<file path="config.mk">
export PLATFORM = sky130hd
export DESIGN_NAME = shared_counter_arbiter
export DESIGN_NICKNAME = d
export VERILOG_FILES = /design/src/rtl/shared_counter_arbiter.sv
export SDC_FILE = /design/constraint.sdc
export NUM_CORES = 1
export LEC_CHECK = 0
export ABC_CLOCK_PERIOD_IN_PS = 2900
export BUFFER_PORTS_ARGS = -buffer_cell sky130_fd_sc_hd__buf_2
export CAP_MARGIN = 20
export CORE_AREA = 2 2 41 43
export CTS_BUF_LIST = sky130_fd_sc_hd__clkbuf_4
export CTS_CLUSTER_SIZE = 40
export DETAILED_ROUTE_END_ITERATION = 10
export DIE_AREA = 0 0 43 45
export PLACE_DENSITY = 0.76
export SLEW_MARGIN = 5
export SYNTH_ARGS = -nofsm -noshare
export SYNTH_HDL_FRONTEND = slang
export SYNTH_SLANG_ARGS = --single-unit
</file>
<file path="constraint.sdc">
create_clock -name clk -period 2.9 [get_ports clk]
set_clock_uncertainty 0.2 [all_clocks]
set_input_delay 0.29 -clock clk [delete_from_list [all_inputs] [get_ports clk]]
set_output_delay 0.29 -clock clk [all_outputs]
set_load 0.01 [all_outputs]
</file>
<file path="src/rtl/shared_counter_arbiter.sv">
// Shared counter updated by two requesters through a round-robin arbiter.
// With MERGE=1, simultaneous updates are applied together in a single cycle.
module shared_counter_arbiter #(
  parameter int unsigned WIDTH = 4,
  parameter int unsigned MERGE = 0
) (
  input  logic             clk,
  input  logic             rst_n,
  input  logic             req_a,
  input  logic [WIDTH-1:0] delta_a,
  output logic             ack_a,
  input  logic             req_b,
  input  logic [WIDTH-1:0] delta_b,
  output logic             ack_b,
  output logic [WIDTH-1:0] count,
  output logic             upd_valid,
  output logic [1:0]       upd_src,
  output logic             wrap,
  output logic             prio
);

  logic             elig_a, elig_b;
  logic             grant_a, grant_b;
  logic [WIDTH+1:0] add_a, add_b, sum;

  always_comb begin
    // A requester whose ack is currently high sits out this edge.
    elig_a  = req_a & ~ack_a;
    elig_b  = req_b & ~ack_b;
    grant_a = 1'b0;
    grant_b = 1'b0;
    if (elig_a && elig_b) begin
      if (MERGE != 0) begin
        grant_a = 1'b1;
        grant_b = 1'b1;
      end else if (prio) begin
        grant_b = 1'b1;
      end else begin
        grant_a = 1'b1;
      end
    end else begin
      grant_a = elig_a;
      grant_b = elig_b;
    end
    add_a = grant_a ? {2'b00, delta_a} : '0;
    add_b = grant_b ? {2'b00, delta_b} : '0;
    sum   = {2'b00, count} + add_a + add_b;
  end

  always_ff @(posedge clk or negedge rst_n) begin
    if (!rst_n) begin
      count     <= '0;
      ack_a     <= 1'b0;
      ack_b     <= 1'b0;
      upd_valid <= 1'b0;
      upd_src   <= 2'b00;
      wrap      <= 1'b0;
      prio      <= 1'b0;
    end else begin
      ack_a     <= grant_a;
      ack_b     <= grant_b;
      upd_valid <= grant_a | grant_b;
      wrap      <= (grant_a | grant_b) && (sum[WIDTH+1:WIDTH] != 2'b00);
      if (grant_a || grant_b) begin
        count   <= sum[WIDTH-1:0];
        upd_src <= {grant_b, grant_a};
        // A single grant hands preference to the other side; a merged grant leaves it.
        if (!(grant_a && grant_b)) begin
          prio <= grant_a;
        end
      end
    end
  end

endmodule

</file>
==> run metrics <==
grt ovf 0; Post-CTS Setup Bufs 0; final wirelength 1.64 mm; Root Driver clkbuf_4; max incr delay on CP 0.52 ns; Clock Tree Buf Depth 2; outcome finished, final reports clean; area grow syn2layout 25.6%; slowest CP cell fa_1; CP Class reg2reg; CTS buffer count 3; Die Span X 43 µm; Final nets 114; Post-Synthesis Net Count 85; initial antenna violation count 0; worst hold path class in2reg; max-cap violation count 0; GPL Wtd Cong 0.802; WL/cell 15.2 µm; startpoint types register; Worst-path clk slew 0.08 ns; f_max 365 MHz; Tot GR Track Use 20.4%; RSZ-0062 raised after global routing false; post-cts hold buffer count 1; share of the synthesized area in the top cell type 39.1%; Fill cells 137; commonest non-fill, non-tap cell in the layout buf_2; setup_tns 0 ns; first-pass GRT wire length 2.70 mm; Yosys top cell by area dfrtp_1; worst-path fanout max 6; worst hold slack 0.137 ns; library cells used by synthesis 25; total DRC errors in the routed layout 0; final setup fails 0; FF+latch count, synth 11; worst slew pin tran 0.448 ns; Setup crit end kind register; Max H-tree Level 1; I/O pin count 23; Data required, critical path 2.84 ns; drt via density 5.43; # rows 14; sequential area share after synthesis 39.1%; Initial DRT Pass Iterations 4; crit-path most repeated cell fa_1; crit path DAT 2.68 ns; leak pwr 0.000465 µW; fin crit period 2.74 ns; initial DRC count 18; Die ar. 1940 µm²; Multi-input gate area 400 µm²; Slew Limit Fails 0; port bufs 22; Slew HR 70.1%; Antenna Cells 0; Die Y 45 µm; TritonCTS clock tree yes; final cell count without fillers 108; pwr/cell area 916 nW/µm²; share of cells above drive strength 1 34.8%; part of the cycle the worst path needs 94.4%; clk sinks 11; cells after synthesis 64; YS warnings 0; Final ANT Viol Nets 0; via count 586; Netlist Area Pre-Place 703 µm²; largest net degree at the start of global routing 13; main area contributors after synthesis dfrtp_1, fa_1, ha_1; Final Hold Fails 0; mean post-synth cell area 11.0 µm²; hpwl dp 1.26 mm; number of global-route vias before repair 591; maximum vdd drop 0.450 mV; total power draw 809 µW; commonest cells after routing, fill and taps aside buf_2, dfrtp_1, inv_1; critical path's top delay family adder cells; Core Footprint 1470 µm²; CP Buf/Inv Count 1; crit path cell chain nand3b_1, nand3_1, fa_1, inv_1, ha_1, fa_1, nor4bb_1, a2111oi_1; number of cells after detailed placement 103; Finished Core Util 60.0%; Reg area 275 µm²; Worst-Skew Late Latency 0.27 ns; Starting Density 47.8%; cts repair resizes 0
[worst reg2reg max path, stage by stage, from the launching register on]
cell	delay, ns
dfrtp_1	0.43
nand3b_1	0.23
nand3_1	0.14
fa_1	0.52
inv_1	0.04
ha_1	0.23
fa_1	0.42
nor4bb_1	0.28
a2111oi_1	0.12
[synthesized netlist by cell type, drive strengths merged]
cell and count:
buf 1, nand3 2, mux2 2, nor2 2
nand3b 3, nor3b 3, nand2 5, and3b 1
o31ai 2, a21o 1, ha 4, dfrtp 11
nor3 1, a31o 1, o21ai 3, and3 2
nor2b 3, nor4bb 1, inv 6, a2111oi 2
fa 5, nand2b 2, xnor2 1
[sequential cells by signal, indices dropped and copies added, names as in the netlist]
| name | cells |
|---|---|
| ack_a | 1 |
| ack_b | 1 |
| count | 4 |
| prio | 1 |
| upd_src | 2 |
| upd_valid | 1 |
| wrap | 1 |
[final cells by class]
cell class,count,area share [%]
clock buffers,4,3.40
inverters,6,2.55
well taps,16,2.27
flip-flops and latches,11,31.2
multi-input cells,46,45.3
repair buffers,25,15.3
[metal layers]
layer	global-route usage, %	vias to the layer above	part of all wire (%)
met3	4.00	2	4.7
met5	0	-	0
met2	34.2	17	51
met4	12.7	0	1.4
li1	-	278	-
met1	24.2	289	43
[metrics by stage]
stage               instance area [µm²]  setup WS [ns]
global placement                    843          0.242
global route                        883         0.0256
detailed placement                  843          0.156
floorplan                           703          0.239
CTS                                 883          0.157
finish                              883          0.163
[power by group]
part	switching [µW]	internal [µW]
sequential	47.8	214
clock	59.2	62.6
combinational	221	205
[cells by family (layout without fill, tap and decap cells)]
family          after synthesis  count (layout)  share of synthesized area [%]
simple gates                 25              25                           21.9
xor+xnor                      1               1                           1.25
mux                           2               2                           3.20
buf+inv                       7              35                           3.91
fa+ha+maj                     9               9                           21.4
compound gates                9               9                           9.25
flops                        11              11                           39.1
[path summary, 6_finish.rpt]
path	from	to	slack, ns	cells after the start
min reg2reg	upd_src[0]	upd_src[0]	0.28	2
min	req_a	ack_a	0.14	3
min in group asynchronous	rst_n	count[0]	0.21	2
max in group asynchronous	rst_n	wrap	2.08	2
max reg2reg	prio	wrap	0.16	8
max	prio	wrap	0.16	8
Note: power is estimated with default switching activity, not from simulation.
